==> src/rtl/serial_subtractor.sv <==
// Bit-serial LSB-first subtractor: one full-subtractor cell and a borrow flop,
// iterated W times behind a start/busy/done handshake.
module serial_subtractor #(
   parameter int W = 4
) (
   input  logic         clk,
   input  logic         rst,
   input  logic         start,
   input  logic [W-1:0] a,
   input  logic [W-1:0] b,
   output logic         busy,
   output logic         done,
   output logic [W-1:0] diff,
   output logic         borrow
);

   // state | meaning
   // IDLE  | waiting for start; operands captured on accepted start
   // RUN   | one difference bit per clock, LSB first, W clocks
   // DONE  | one-cycle done pulse; diff/borrow freshly valid
   typedef enum logic [1:0] {
      IDLE = 2'd0,
      RUN  = 2'd1,
      DONE = 2'd2
   } state_t;

   localparam int CW = $clog2(W);

   state_t          state;
   state_t          state_nxt;
   logic [W-1:0]    sa;
   logic [W-1:0]    sb;
   logic            br;
   logic [CW-1:0]   count;
   logic            bit0;
   logic            br_nxt;
   logic            last;
   logic [W-1:0]    sa_shift;

   assign bit0     = sa[0] ^ sb[0] ^ br;
   assign br_nxt   = (~sa[0] & sb[0]) | (~(sa[0] ^ sb[0]) & br);
   assign last     = (count == CW'(W - 1));
   // The minuend register doubles as the partial-result shifter: each consumed
   // LSB slot is refilled at the MSB with the new difference bit.
   assign sa_shift = {bit0, sa[W-1:1]};

   always_ff @(posedge clk or posedge rst) begin
      if (rst) state <= IDLE;
      else     state <= state_nxt;
   end

   always_comb begin
      state_nxt = state;
      busy      = 1'b0;
      done      = 1'b0;
      case (state)
         IDLE: if (start) state_nxt = RUN;
         RUN: begin
            busy = 1'b1;
            if (last) state_nxt = DONE;
         end
         DONE: begin
            busy      = 1'b1;
            done      = 1'b1;
            state_nxt = IDLE;
         end
         default: state_nxt = IDLE;
      endcase
   end

   always_ff @(posedge clk or posedge rst) begin
      if (rst) begin
         sa     <= '0;
         sb     <= '0;
         br     <= 1'b0;
         count  <= '0;
         diff   <= '0;
         borrow <= 1'b0;
      end else begin
         case (state)
            IDLE: begin
               if (start) begin
                  sa    <= a;
                  sb    <= b;
                  br    <= 1'b0;
                  count <= '0;
               end
            end
            RUN: begin
               sa <= sa_shift;
               sb <= {1'b0, sb[W-1:1]};
               br <= br_nxt;
               if (last) begin
                  diff   <= sa_shift;
                  borrow <= br_nxt;
               end else begin
                  count <= count + 1'b1;
               end
            end
            default: ;
         endcase
      end
   end

endmodule

==> config.mk <==
export PLATFORM = sky130hd
export DESIGN_NAME = serial_subtractor
export DESIGN_NICKNAME = d
export VERILOG_FILES = /design/src/rtl/serial_subtractor.sv
export SDC_FILE = /design/constraint.sdc
export NUM_CORES = 1
export LEC_CHECK = 0
export CAP_MARGIN = 5
export CORE_MARGIN = 5
export CORE_UTILIZATION = 53
export DETAILED_ROUTE_END_ITERATION = 10
export PLACE_DENSITY = 0.86
export SYNTH_ARGS = -nofsm -noshare
export SYNTH_HDL_FRONTEND = slang
export SYNTH_SLANG_ARGS = --single-unit
==> constraint.sdc <==
create_clock -name clk -period 2.8 [get_ports clk]
set_input_delay 0.28 -clock clk [delete_from_list [all_inputs] [get_ports clk]]
set_output_delay 0.28 -clock clk [all_outputs]
set_load 0.01 [all_outputs]
==> impl_metrics.yaml <==
outcome:
  outcome: "completed"
sta:
  max_clock_freq_mhz: 513.8
  rsz0062_at_grt: "false"
  period_needed_ns: 1.946
  period_share_pct: 69.52
  max_slew_margin_pct: 48.59
  tns_ns: 0
  tightest_slew_ns: 0.7561
  setup_violations: 0
  hold_viol: 0
  finClkSkew_ns: 0.004093
  slew_violations: 0
final_layout:
  final_nets: 118
  syn_to_final_growth_pct: 22.75
  layout_commonest_cell: "dfrtp_1"
  antenna-diode-count: 0
  register_area_um2: 450.4
  fillers: 138
  layout_common_cells: "dfrtp_1 (18), clkdlybuf4s50_1 (17), nand2_1 (12)"
  multi_input_area_um2: 422.9
  drive_above_1_share_pct: 14.14
  utilization_pct: 66.74
yosys:
  synth-seq-cells: 18
  synth_top_cell_by_area: "dfrtp_1"
  synth.distinct_cells: 20
  yosys.area.top_type_share_pct: 49.05
  seq_area_frac_synth_pct: 49.05
  synth_area_per_cell_um2: 11.48
  syn_area_um2: 918.4
  netlist_instances: 80
  synthesis.nets: 98
  synthTopCellsByArea: "dfrtp_1 (49%), mux2i_1 (8.7%), ha_1 (8.2%)"
  yosysWarnings: 0
route:
  totalWireLength_mm: 1.604
  via_count: 609
  detail-route-antenna-nets: 0
  first_pass_iters: 2
  drt_iter0_markers: 1
  routed_via_density: 5.250
  drt-wirelength-per-cell_um: 13.83
  drc: 0
cts:
  clock_latency_ns: 0.29
  cts.sinks: 18
  cts_buffers: 3
  cts_buffer_depth: 2
  post_cts_buffers: 0
  clk_pin_slew_ns: 0.11
  cts_tree: "done"
  htreeDepth: 1
  hold_buffers: 0
  post_cts_resized: 0
  clock_tree.root_cell: "clkbuf_4"
setup_path:
  crit_required_ns: 2.95
  crit_family: "multiplexers"
  critPathLaunchType: "register"
  r2r_start: "state[1]$_DFFE_PP0P_"
  path_class: "reg2reg"
  crit_chain: "inv_1, ha_1, mux2i_2, o21ai_0"
  path_max_fanout: 18
  path_buf_inv: 1
  worst_path_max_delay_cell: "mux2i_2"
  max_stage_delay_ns: 0.70
  cp-end-kind: "register"
  cp.arrival_ns: 2.09
  startpoint: "state[1]$_DFFE_PP0P_"
power:
  leakage_nw: 0.5214
  power_density_nw_per_um2: 1099
  vdd_ir_drop_max_mv: 0.6898
place:
  dp_hpwl_mm: 1.180
  numPortBuffers: 17
  gp_congestion: 0.7675
die:
  dieHeight_um: 51.63
  die-area_um2: 2665
  die_x_um: 51.63
  start_util_pct: 54.37
  core_um2: 1689
  rows: 15
  ios: 18
grt:
  grt_antenna_before_repair: 0
  overflow: 0
  grt_max_degree: 19
  grt_pass1_wl_mm: 2.780
  grtUsageTotal_pct: 13.95
  grt_pass1_vias: 700
min_path:
  min_path_type: "in2async"
run:
  drv_cap: 0
[report_power, final]
group | total, mW | leakage (nW) | internal [mW] | switching [mW]
Sequential | 0.444 | 0.229 | 0.376 | 0.0676
Clock | 0.162 | 0.0210 | 0.0792 | 0.0824
Combinational | 0.634 | 0.272 | 0.325 | 0.309
Total | 1.24 | 0.521 | 0.780 | 0.459
[worst paths after layout]
check	to	slack (ns)	cells past startpoint
worst max-delay path	sa[3]$_DFFE_PP0P_	0.85	4
worst min-delay path	state[1]$_DFFE_PP0P_	0.37	2
worst max register to register	sa[3]$_DFFE_PP0P_	0.85	4
worst min register to register	br$_DFFE_PP0P_	0.49	2
max in group asynchronous	sa[2]$_DFFE_PP0P_	2.01	2
min in group clk	br$_DFFE_PP0P_	0.49	2
[kinds of logic (layout without fill, tap and decap cells)]
family | after synthesis | count (layout) | synth area share (%)
AOI/OAI and AO/OA | 14 | 14 | 9.128
adders and majority gates | 7 | 7 | 10.35
buffers and inverters | 9 | 28 | 4.905
DFF | 18 | 18 | 49.05
muxes | 15 | 15 | 17.57
and+or+nand+nor | 17 | 17 | 8.992
[area by class of cell]
cell class,count,area share [%]
inverters,7,2.331
multi-input cells,53,37.51
clock buffers,4,3.219
well taps,17,1.887
flip-flops and latches,18,39.96
repair buffers,17,15.09
[cell usage after synthesis (all sizes together)]
library cell and n:
o21ai 11, a21oi 1, or2b 1, o21a 1
inv 7, nand2 12, ha 6, nor2b 2
mux2 6, a211oi 1, buf 2, dfrtp 18
fa 1, nor2 1, mux2i 9, nand2b 1
[sequential cells by signal, indices dropped and copies added (netlist names)]
register	flops
count	2
state	2
diff	4
br	1
sa	4
sb	4
borrow	1
[through the flow]
stage	hold WS (ns)	power (mW)	setup slack (ns)	instances	cell area (um^2)
2_1_floorplan	0.2186	0.9156	1.318	80	918.4
3_3_place_gp	0.4600	1.050	0.9535	112	1091
3_5_place_dp	0.4659	1.086	0.8838	112	1091
4_1_cts	0.3988	1.248	0.8604	116	1127
5_1_grt	0.4415	1.338	0.6093	116	1127
6_report	0.3668	1.239	0.8536	116	1127
[metal layers]
metal | vias up | part of all wire [%] | GRT usage [%]
met4 | 0 | 0.75 | 9.170
met2 | 14 | 50 | 23.73
met1 | 288 | 45 | 15.30
met5 | - | 0 | 0
met3 | 2 | 4.4 | 3.438
li1 | 305 | - | -
Power figures use the tool's default switching activity.
